**config.mk**
```make
export PLATFORM = sky130hd
export DESIGN_NAME = intersection_scheduler
export DESIGN_NICKNAME = d
export VERILOG_FILES = /design/src/rtl/intersection_pkg.sv /design/src/rtl/intersection_scheduler_tick_prescaler.sv /design/src/rtl/intersection_scheduler.sv
export SDC_FILE = /design/constraint.sdc
export NUM_CORES = 1
export LEC_CHECK = 0
export CORE_UTILIZATION = 55
export CTS_CLUSTER_DIAMETER = 100
export DETAILED_ROUTE_END_ITERATION = 7
export PLACE_DENSITY = 0.78
export REMOVE_ABC_BUFFERS = 1
export SYNTH_ARGS = -nofsm -noshare
export SYNTH_HDL_FRONTEND = slang
export SYNTH_SLANG_ARGS = --single-unit
```
**constraint.sdc**
```tcl
create_clock -name clk -period 6.15 [get_ports clk]
set_clock_uncertainty 0.15 [all_clocks]
set_input_delay 1.23 -clock clk [delete_from_list [all_inputs] [get_ports clk]]
set_output_delay 1.23 -clock clk [all_outputs]
set_load 0.005 [all_outputs]
```
**src/rtl/intersection_pkg.sv**
```systemverilog
// Shared encodings for the intersection scheduler: phase states, lamp codes
// (active-low {green,yellow,red}) and the last-served-phase marker.
package intersection_pkg;

   typedef enum logic [2:0] {
      ST_CLEAR,
      ST_MAIN_G,
      ST_MAIN_Y,
      ST_SIDE_G,
      ST_SIDE_Y,
      ST_PED
   } state_t;

   typedef enum logic [1:0] {
      PREV_MAIN,
      PREV_SIDE,
      PREV_PED
   } prev_t;

   localparam logic [2:0] LAMP_RED    = 3'b110;
   localparam logic [2:0] LAMP_YELLOW = 3'b101;
   localparam logic [2:0] LAMP_GREEN  = 3'b011;

   function automatic logic [2:0] main_lamp(input state_t s);
      case (s)
         ST_MAIN_G: return LAMP_GREEN;
         ST_MAIN_Y: return LAMP_YELLOW;
         default:   return LAMP_RED;
      endcase
   endfunction

   function automatic logic [2:0] side_lamp(input state_t s);
      case (s)
         ST_SIDE_G: return LAMP_GREEN;
         ST_SIDE_Y: return LAMP_YELLOW;
         default:   return LAMP_RED;
      endcase
   endfunction

   function automatic int max4(input int a, input int b, input int c, input int d);
      int m;
      m = a;
      if (b > m) m = b;
      if (c > m) m = c;
      if (d > m) m = d;
      return m;
   endfunction

endpackage

```
**src/rtl/intersection_scheduler_tick_prescaler.sv**
```systemverilog
// Seconds-scale tick divider: counts 0..DIV-1 and flags the last count.
// clr restarts the count so every phase begins on a fresh tick period.
module tick_prescaler #(
   parameter int DIV = 4
) (
   input  logic clk,
   input  logic rst_n,
   input  logic clr,
   output logic tick
);

   localparam int W = $clog2(DIV);

   logic [W-1:0] cnt;

   assign tick = (cnt == W'(DIV - 1));

   always_ff @(posedge clk or negedge rst_n) begin
      if (!rst_n) begin
         cnt <= '0;
      end else if (clr || tick) begin
         cnt <= '0;
      end else begin
         cnt <= cnt + W'(1);
      end
   end

endmodule

```
**src/rtl/intersection_scheduler.sv**
```systemverilog
// Two-approach intersection phase scheduler with registered lamp outputs.
// Define PED_PHASE_EN to build the pedestrian walk phase; otherwise ped_req is ignored.
//
// state     | meaning
// ----------+-------------------------------------------------------
// ST_CLEAR  | all-red clearance, then pick next phase from prev
// ST_MAIN_G | main green, rest phase
// ST_MAIN_Y | main yellow
// ST_SIDE_G | side green, extended by side_req up to MAX_GREEN
// ST_SIDE_Y | side yellow
// ST_PED    | pedestrian walk, all vehicle lamps red
module intersection_scheduler
   import intersection_pkg::*;
#(
   parameter int TICK_DIV  = 50_000_000,
   parameter int MIN_GREEN = 10,
   parameter int MAX_GREEN = 30,
   parameter int YELLOW    = 3,
   parameter int ALL_RED   = 2,
   parameter int PED_WALK  = 8
) (
   input  logic       clk,
   input  logic       rst_n,
   input  logic       main_req,
   input  logic       side_req,
   input  logic       ped_req,
   output logic [2:0] main_led,
   output logic [2:0] side_led,
   output logic       ped_walk,
   output logic       ped_ack
);

   localparam int TMAX = max4(MAX_GREEN, YELLOW, ALL_RED, PED_WALK);
   localparam int TW   = $clog2(TMAX + 1);

   state_t        state, state_nx;
   prev_t         prev, prev_nx;
   logic [TW-1:0] timer;
   logic [TW:0]   tcnt;
   logic          tick, phase_chg;
   logic          side_pend, side_pend_nx, ped_pend;
   logic          at_min, at_max, at_yel, at_clr, at_walk;

   tick_prescaler #(.DIV(TICK_DIV)) u_prescaler (
      .clk   (clk),
      .rst_n (rst_n),
      .clr   (phase_chg),
      .tick  (tick)
   );

   // tcnt is the tick count the phase will have completed once this tick lands
   assign tcnt    = {1'b0, timer} + (TW+1)'(1);
   assign at_min  = tick && (tcnt >= (TW+1)'(MIN_GREEN));
   assign at_max  = tick && (tcnt >= (TW+1)'(MAX_GREEN));
   assign at_yel  = tick && (tcnt >= (TW+1)'(YELLOW));
   assign at_clr  = tick && (tcnt >= (TW+1)'(ALL_RED));
   assign at_walk = tick && (tcnt >= (TW+1)'(PED_WALK));

   assign phase_chg = (state_nx != state);

   always_comb begin
      state_nx = state;
      case (state)
         ST_CLEAR: begin
            if (at_clr) begin
               if (prev == PREV_MAIN && side_pend)
                  state_nx = ST_SIDE_G;
               else if (prev != PREV_PED && ped_pend)
                  state_nx = ST_PED;
               else
                  state_nx = ST_MAIN_G;
            end
         end
         ST_MAIN_G: if (at_min && (side_pend || ped_pend) && (!main_req || at_max))
            state_nx = ST_MAIN_Y;
         ST_MAIN_Y: if (at_yel) state_nx = ST_CLEAR;
         ST_SIDE_G: if (at_min && (!side_req || at_max)) state_nx = ST_SIDE_Y;
         ST_SIDE_Y: if (at_yel) state_nx = ST_CLEAR;
         ST_PED:    if (at_walk) state_nx = ST_CLEAR;
         default:   state_nx = ST_CLEAR;
      endcase
   end

   // Entry to a served phase records it and absorbs its own pending request
   always_comb begin
      prev_nx      = prev;
      side_pend_nx = side_pend | (side_req && state != ST_SIDE_G);
      if (phase_chg) begin
         case (state_nx)
            ST_MAIN_G: prev_nx = PREV_MAIN;
            ST_SIDE_G: begin
               prev_nx      = PREV_SIDE;
               side_pend_nx = 1'b0;
            end
            ST_PED:    prev_nx = PREV_PED;
            default:   prev_nx = prev;
         endcase
      end
   end

   always_ff @(posedge clk or negedge rst_n) begin
      if (!rst_n) begin
         state     <= ST_CLEAR;
         prev      <= PREV_PED;
         timer     <= '0;
         side_pend <= 1'b0;
         main_led  <= LAMP_RED;
         side_led  <= LAMP_RED;
      end else begin
         state     <= state_nx;
         prev      <= prev_nx;
         side_pend <= side_pend_nx;
         if (phase_chg)
            timer <= '0;
         else if (tick && timer != TW'(TMAX))
            timer <= timer + TW'(1);
         main_led  <= main_lamp(state_nx);
         side_led  <= side_lamp(state_nx);
      end
   end

`ifdef PED_PHASE_EN
   logic ped_pend_d;

   always_ff @(posedge clk or negedge rst_n) begin
      if (!rst_n) begin
         ped_pend   <= 1'b0;
         ped_pend_d <= 1'b0;
         ped_ack    <= 1'b0;
         ped_walk   <= 1'b0;
      end else begin
         if (phase_chg && state_nx == ST_PED)
            ped_pend <= 1'b0;
         else if (ped_req)
            ped_pend <= 1'b1;
         ped_pend_d <= ped_pend;
         ped_ack    <= ped_pend & ~ped_pend_d;
         ped_walk   <= (state_nx == ST_PED);
      end
   end
`else
   logic unused_ped;
   assign unused_ped = ped_req;
   assign ped_pend   = 1'b0;
   assign ped_walk   = 1'b0;
   assign ped_ack    = 1'b0;
`endif

endmodule

```
# --- Word-level counts from Yosys, hierarchy flattened ---
# Index checks and enable logic that the tools add are counted.
word_totals:
  register_bits: 43
  input_bits: 5
  out_inout_bits: 8
  wordCells: 67
op_classes:
  addsub: 3
  magnitude_cmp: 5
  eq_ne: 14
  muxes: 15
  bitwise_logic: 1
  reduce_logical: 22
op_table:
  columns: ["op", "n"]
  rows:
  - ["$add 26x1->26 const B", 1]
  - ["$eq 26x26->1 const B", 1]
  - ["$mux 26", 1]
  - ["$mux 3", 5]
  - ["$pmux 3 s5", 1]
  - ["$eq 3x2->1 const B", 4]
  - ["$eq 3x3->1 const B", 4]
  - ["$ge 6x2->1 const B", 2]
  - ["$ge 6x4->1 const B", 2]
  - ["$pmux 3 s2", 2]
  - ["$logic_and 1x1->1", 11]
  - ["$mux 5", 2]
  - ["$add 5x1->6 const B", 1]
  - ["$eq 3x1->1 const B", 2]
  - ["$ge 6x5->1 const B", 1]
  - ["$pmux 2 s3", 1]
  - ["$add 5x1->5 const B", 1]
  - ["$ne 5x5->1 const B", 1]
  - ["$logic_not 3->1", 1]
  - ["$logic_or 1x1->1", 3]
  - ["$ne 3x2->1 const B", 1]
  - ["$ne 3x3->1", 1]
  - ["$reduce_bool 3->1", 1]
  - ["$logic_not 1->1", 2]
  - ["7 further kinds", 8]

# --- Logic depth before layout (Yosys ltp) ---
# Gate-level depths: netlist of the first run.
depth:
  depth_word: 10
  mapped_depth: 10

# --- By module ---
# A second synthesis of the first run with hierarchy kept.
hier_totals:
  cells_unflattened: 272
  area_unflattened_um2: 2636.3
modules_own_cells:
  columns: ["mod", "n_inst", "cells_each", "area_per_inst_um2"]
  rows:
  - ["tick_prescaler", 1, 144, 1385.1]
  - ["intersection_scheduler", 1, 128, 1251.2]

# --- Least setup slack after synthesis of the first run ---
# No wires, ideal clock.
synth_timing:
  path_type: "reg2reg"
  from: "reg timer[1]"
  to: "reg u_prescaler.cnt[10]"
  setup_ps: 71
  arrival_ps: 2233
  t_required_ps: 5929
  path_slack_ps: 3696
  path_stages_with_launch: 10
  n_path_buf: 1
  period_less_slack_ps: 2454
  path_cell_list: "dfrtp_1 ha_1 or2_2 o221ai_1 nand4b_1 and4_1 o21ai_1 nand2_1 buf_2 nor2_1"
synth_via:
  elab_chain_len: 10
  elab_cells_between_ends: 25
synth_lines:
  columns: ["element", "line_no", "text"]
  rows:
  - ["from (decl)", "intersection_scheduler.sv:38", "logic [TW-1:0] timer;"]
  - ["from (signal assigned)", "intersection_scheduler.sv:116", "timer <= timer + TW'(1);"]
  - ["$add 5x1->6 (*)", "intersection_scheduler.sv:52", "assign tcnt = {1'b0, timer} + (TW+1)'(1);"]
  - ["$ge 6x5->1 or $ge 6x4->1 (tied branches)", "intersection_scheduler.sv:54, intersection_scheduler.sv:53", null]
  - ["$logic_and 1x1->1 (on tied branches)", "intersection_scheduler.sv:54, intersection_scheduler.sv:53", null]
  - ["$logic_or 1x1->1 (tied with other cells)", "intersection_scheduler.sv:77", "ST_SIDE_G: if (at_min && (!side_req || at_max)) state_nx = ST_SIDE_Y;"]
  - ["$logic_and 1x1->1 (on tied branches)", "intersection_scheduler.sv:77, intersection_scheduler.sv:74", null]
  - ["$mux 3 (on tied branches)", "intersection_scheduler.sv:77, intersection_scheduler.sv:74", null]
  - ["$pmux 3 s5 (*)", "intersection_scheduler.sv:63", "case (state)"]
  - ["$ne 3x3->1 (*)", "intersection_scheduler.sv:59", "assign phase_chg = (state_nx != state);"]
  - ["$logic_or 1x1->1 (*)", "intersection_scheduler_tick_prescaler.sv:21", "end else if (clr || tick) begin"]
  - ["$mux 26 (*)", "intersection_scheduler_tick_prescaler.sv:21", null]
  - ["to (signal assigned)", "intersection_scheduler_tick_prescaler.sv:24", "cnt <= cnt + W'(1);"]
  - ["to (decl)", "intersection_scheduler_tick_prescaler.sv:14", "logic [W-1:0] cnt;"]
# Every way passes the cells marked *; elsewhere a longest branch is shown, timed or not.
# A chain may end at the register's enable or synchronous reset.

# --- Worst setup path after layout of the first run ---
layout_timing:
  from: "reg timer[1]"
  to: "reg u_prescaler.cnt[24]"
# The elaborated chain is that of the path after synthesis.

==> impl_metrics.toml, run 1 <==
[outcome]
outcome = "completed"

[synthesis]
synthAdderAreaFrac_pct = 2.63
synth_cells = 251
synth_top_area_share_pct = 40.0
ys_seq_area_share_pct = 45.6
synth_common_cells = "51 x nor2_1, 38 x dfrtp_1, 17 x nand2_1, 17 x xnor2_1, 12 x inv_1"
ys_warn_count = 0
ys.flop_type = "dfrtp_1"
synth_most_common_cell = "nor2_1"
synth_top_family_by_area = "simple AND/OR/NAND/NOR gates"
synthMuxAreaShare_pct = 0.421
synth_area_um2 = 2380
yosys.area.top_type = "dfrtp_1"
synth_xor_area_share_pct = 10.3
synth_compound_area_share_pct = 8.27
synth_edf_count = 0
synth.avg_cell_area_um2 = 9.47
ys_ff_latch = 43
yosys.area_share.simple_pct = 28.3
ys_top_cells_by_area = "dfrtp_1 40%, nor2_1 8.1%, xnor2_1 6.3%"
async_flop_share_pct = 100
yosysUniqueCellTypes = 50

[timing]
hold_viol = 0
worst_pin_slew_ns = 0.906
setup_viol = 0
rsz0062_at_grt = "false"
setup_slack_ns = 2.90
finalSetupTns_ns = 0
timing_max_transition_violations_final = 0
relSlewSlack_pct = 39.6
period_share_pct = 52.9
hold_slack_ns = 0.337
period_needed_ns = 3.25
fmax_mhz = 307

[place]
place_ws_ns = 2.73
port_buffers = 9
post-dp-hpwl_mm = 2.83
place.gp.congestion = 0.913

[layout]
filler_cell_count = 336
syn2layout_area_growth_pct = 8.90
diodes = 0
drive_gt1_share_pct = 12.7
multi_input_area_um2 = 1190
seq_area_um2 = 1080
nNetsFinal = 269

[clocking]
clockBufferDepth = 2
cts.repair.resized = 0
cts.sinks = 43
cts_htree_levels = 2
cts_buffers = 5
clkTransAtPathRegs_ns = 0.08
tritoncts = "built"
root_buffer = "clkbuf_8"
holdBufCountCts = 0
worstSkewPairLatency_ns = 0.30
post_cts_buffers = 0

[route]
vias_per_cell = 5.49
drt_iter0_drc = 117
ant_nets = 0
drt_first_pass_iters = 4
drc = 0
vias = 1701
wl_per_cell_um = 13.0
wirelength_mm = 4.04

[critical_path]
cp.buffers_inverters = 0
critPathArrivalTime_ns = 3.25
end_kind = "register"
worstRegToRegCells = 8
worst-path-max-fanout = 24
required_ns = 6.15
cp.depth = 8
start_kind = "register"
cp_cell_sequence = "ha_1 > nor3b_1 > mux2i_1 > nor4b_1 > and4_1 > o21ai_1 > nand2_1 > nor2_1"
cp_top_family = "simple AND/OR/NAND/NOR gates"
max_stage_delay_ns = 0.61
critPathKind = "reg -> reg"
slowest_stage = "nand2_1"

[floorplanning]
start_util_pct = 58.1
dieHeight_um = 67.7
pin_count = 13
core_um2 = 4090
die_x_um = 67.7
dieArea_um2 = 4590
fp-row-count = 23

[pwr]
clock_power_share_pct = 43.8
ir_drop_uv = 88.9
power_frac_seq_pct = 54.7
power_density_nw_per_um2 = 200
switching_share_pct = 19.5
internal_power_mw = 0.416
power_frac_comb_pct = 1.5
power_leakage_nw = 1.15
power.switching_mw = 0.101

[global_route]
grt_use_met3_pct = 4.56
grt.total_usage_pct = 19.3
grt_overflow = 0
antenna_found_initial = 0
met2_usage_pct = 28.7
grt_use_met1_pct = 26.8
grt_max_degree = 44
grt_pass1_vias = 1438
grt_busiest_layer = "met2"
grt_pass1_wl_mm = 6.59

[min_path]
hp-class = "reg -> reg"
hold_depth = 1

[job]
drv_cap = 0
[layout by cell type, fill, tap and decap left out, drive strengths merged, types with 3 or more instances in the layout]
master         netlist  layout
clkbuf               1       6
o21ai                6       6
nor2                51      51
xnor2               17      17
nor4b                3       3
ha                   5       5
dfrtp               38      38
clkdlybuf4s50        0       8
nand3               11      11
nor3                 4       4
or2                  7       7
and3                 8       8
o2111ai              4       4
inv                 12      12
xor2                11      11
nand2               18      18
nand4                9       9
dfstp                5       5
o211ai               3       3
[layer usage]
layer / routed length (µm) / up-vias
met1: 2070 / 797
met3: 137 / 5
met4: 56 / 0
met2: 1770 / 31
li1: - / 868
met5: 0 / -
[final timing paths]
check	from	slack, ns	to
setup / recovery	timer[1]	2.90	u_prescaler.cnt[24]
hold / removal	u_prescaler.cnt[0]	0.34	u_prescaler.cnt[0]
setup reg to reg	timer[1]	2.90	u_prescaler.cnt[24]
hold reg to reg	u_prescaler.cnt[0]	0.34	u_prescaler.cnt[0]
max in group asynchronous	rst_n	4.38	timer[0]
min in group asynchronous	rst_n	0.91	u_prescaler.cnt[17]
[power groups by stage]
stage	Sequential, mW	Clock [mW]	Combinational (mW)
final	0.283	0.226	0.00780
after global routing	0.283	0.244	0.00939
after CTS	0.283	0.230	0.00839
after detailed placement	0.288	0	0.00832
after global placement	0.288	0	0.00826
after floorplan	0.288	0	0.000901
[cell families (layout without fill, tap and decap cells)]
kind of cell	count (synthesis)	after routing
simple gates	128	128
fa+ha+maj	5	5
flops	43	43
mux	1	1
buf+inv	21	29
other cells	1	2
compound gates	24	24
xor+xnor	28	28
[stage by stage]
| step | utilization [%] | instance area (µm²) | total power, mW | std cells |
|---|---|---|---|---|
| 2_1_floorplan | - | 2320 | 0.289 | 243 |
| 3_3_place_gp | 60.4 | 2470 | 0.296 | 302 |
| 3_5_place_dp | 60.4 | 2470 | 0.296 | 302 |
| 4_1_cts | 63.3 | 2590 | 0.521 | 310 |
| 5_1_grt | 63.3 | 2590 | 0.536 | 310 |
| 6_report | 63.3 | 2590 | 0.517 | 310 |
[final cells by class]
type                            instances  area share, %
Clock inverter                          2           1.35
Tap cell                               50           2.42
Multi-Input combinational cell        188           46.2
Sequential cell                        43           41.8
Inverter                               12           1.74
Timing Repair Buffer                    9           3.29
Clock buffer                            6           3.19
[flip-flops by register name, summed over array words and instances, names as in the netlist]
register,count
main_led,3
u_prescaler.cnt,26
state,3
side_pend,1
prev,2
timer,5
side_led,3
[worst reg2reg max path, delay by kind of cell (launching register included)]
kind	cells	cell delay [ns]
AOI/OAI and AO/OA	1	0.16
adders and majority gates	1	0.34
muxes	1	0.24
and+or+nand+nor	5	1.75
DFF	1	0.47
No activity file was read; power rests on OpenSTA's default activity.
==> run 2: changes to the inputs <==
--- a/config.mk
+++ b/config.mk
@@ -5,10 +5,10 @@
 export SDC_FILE = /design/constraint.sdc
 export NUM_CORES = 1
 export LEC_CHECK = 0
-export CORE_UTILIZATION = 55
+export CORE_UTILIZATION = 53
 export CTS_CLUSTER_DIAMETER = 100
 export DETAILED_ROUTE_END_ITERATION = 7
-export PLACE_DENSITY = 0.78
+export PLACE_DENSITY = 0.79
 export REMOVE_ABC_BUFFERS = 1
 export SYNTH_ARGS = -nofsm -noshare
 export SYNTH_HDL_FRONTEND = slang
==> constraint.sdc (replaced) <==
create_clock -name clk -period 2.9 [get_ports clk]
set_clock_uncertainty 0.15 [all_clocks]
set_input_delay 0.58 -clock clk [delete_from_list [all_inputs] [get_ports clk]]
set_output_delay 0.58 -clock clk [all_outputs]
set_load 0.005 [all_outputs]
==> run 2 against run 1 <==
Effect of this change: fmax grew 19%; final area grew 1.7%; wire length grew 5.7%; sequential cell count is the same; cell count grew 1.9%; non-clock buffer count grew 6; largest power group unchanged; utilization grew 0.18 points; count of clock-buffer cells in the layout grew 2; highest routed layer unchanged; clock power grew 78%; combinational power grew 110%.
==> impl_metrics.toml, run 2 (synthesis gave the netlist of run 1 again) <==
[outcome]
outcome = "completed"

[layout]
syn2layout_area_growth_pct = 10.7
diodes = 0
multi_input_area_um2 = 1200
seq_area_um2 = 1080
mostFrequentLayoutCells = "51 x nor2_1, 38 x dfrtp_1, 17 x nand2_1, 17 x xnor2_1, 12 x inv_1"
drive_gt1_share_pct = 14.7
final_common_cell = "nor2_1"
nNetsFinal = 275
largest_reg_flops = 26
top_regs = "u_prescaler.cnt: 26 flops, timer: 5 flops"
filler_cell_count = 358
regMostFlops = "u_prescaler.cnt"

[pwr]
power_mw = 1.02
power_density_nw_per_um2 = 387
ir_drop_uv = 267
power_leakage_nw = 1.18

[critical_path]
start_kind = "register"
cp.buffers_inverters = 1
critPathKind = "reg -> reg"
cp_cell_sequence = "ha_1 > or2_2 > o221ai_1 > nand4b_1 > a311oi_1 > nor3_1 > buf_4 > or3_4 > nand2_2"
r2r-start = "timer[0]"
max_stage_delay_ns = 0.44
required_ns = 2.98
rrSetupSlack_ns = 0.16
r2r-end = "main_led[0]"
critPathArrivalTime_ns = 2.82
cp-endpoint = "main_led[0]"
cp_top_family = "simple AND/OR/NAND/NOR gates"
worstRegToRegCells = 9
cp.depth = 9
end_kind = "register"
startpoint = "timer[0]"
worst-path-max-fanout = 7
slowest_stage = "dfrtp_1"

[global_route]
grt_pass1_wl_mm = 6.81
grt_pass1_vias = 1562
grt.total_usage_pct = 19.4
grt_overflow = 0
antenna_found_initial = 0
grt_max_degree = 44

[timing]
setup_slack_ns = 0.157
period_needed_ns = 2.74
setup_viol = 0
hold_viol = 0
fmax_mhz = 365
finalSetupTns_ns = 0
period_share_pct = 94.6
worst_pin_slew_ns = 0.904
rsz0062_at_grt = "false"
relSlewSlack_pct = 39.8
timing_max_transition_violations_final = 0

[floorplanning]
pin_count = 13
dieArea_um2 = 4750
die_x_um = 69.0
core_um2 = 4140
dieHeight_um = 69.0
fp-row-count = 23
start_util_pct = 57.3

[job]
drv_cap = 0

[route]
ant_nets = 0
wl_per_cell_um = 13.5
drt_iter0_drc = 119
drc = 0
wirelength_mm = 4.27
drt_first_pass_iters = 4
vias_per_cell = 5.65
vias = 1786

[min_path]
hp-class = "in -> async"

[clocking]
worstSkewPairLatency_ns = 0.29
cts_buffers = 5
cts_htree_levels = 2
clockBufferDepth = 2
root_buffer = "clkbuf_8"
tritoncts = "built"
clkTransAtPathRegs_ns = 0.08
cts.sinks = 43

[place]
place.gp.congestion = 0.887
post-dp-hpwl_mm = 3.00
place_ws_ns = 0.140
port_buffers = 9
-- run 2: per-layer routing --
layer  GRT usage, %  wire, µm  share of wire, %  vias up
met1           24.8      2030                48      845
li1               -         -                 -      890
met5              0         0                 0        -
met2           30.9      1980                46       42
met3           4.77       188               4.4        9
met4           8.42        65               1.5        0
-- run 2: repair_timing --
item	in CTS	in global routing
setup buffers	0	0
endpoints found under the setup margin	0	24
endpoints found under the hold margin	0	0
hold buffers	0	0
gates resized for setup	0	1
-- run 2: cell type report --
class,instances,area share (%)
Clock buffer,8,3.80
Inverter,12,1.71
Multi-Input combinational cell,188,45.6
Sequential cell,43,41.1
Tap cell,50,2.38
Timing Repair Buffer,15,5.42
-- run 2: report_power, final --
group | internal (mW) | total (mW) | switching [mW]
clock | 0.217 | 0.403 | 0.186
sequential | 0.600 | 0.600 | 0.0000000000000000447
combinational | 0.00371 | 0.0166 | 0.0129
total | 0.820 | 1.02 | 0.199
-- run 2: how the worst min path moves through the flow --
stage	startpoint	end	slack [ns]
2_1_floorplan	rst_n	main_led[0]	0.13
4_1_cts	rst_n	u_prescaler.cnt[17]	0.31
3_5_place_dp	u_prescaler.cnt[0]	u_prescaler.cnt[0]	0.33
6_report	rst_n	u_prescaler.cnt[16]	0.26
3_3_place_gp	u_prescaler.cnt[0]	u_prescaler.cnt[0]	0.33
5_1_grt	rst_n	u_prescaler.cnt[17]	0.36
-- run 2: metrics by stage --
step / cells / utilization [%] / hold WS, ns / cell area, µm²
after floorplan: 243 / - / 0.134 / 2320
after global placement: 308 / 61.0 / 0.326 / 2530
after detailed placement: 308 / 61.0 / 0.332 / 2530
after CTS: 316 / 63.4 / 0.307 / 2630
after global routing: 316 / 63.5 / 0.356 / 2630
final: 316 / 63.5 / 0.263 / 2630
==> run 3: changes to the inputs <==
--- a/config.mk
+++ b/config.mk
@@ -10,6 +10,8 @@
 export DETAILED_ROUTE_END_ITERATION = 7
 export PLACE_DENSITY = 0.79
 export REMOVE_ABC_BUFFERS = 1
+export SKIP_LAST_GASP = 1
+export SLEW_MARGIN = 20
 export SYNTH_ARGS = -nofsm -noshare
 export SYNTH_HDL_FRONTEND = slang
 export SYNTH_SLANG_ARGS = --single-unit
==> results of run 3 <==
Final layout, timing and power as in run 2 (identical DEF).
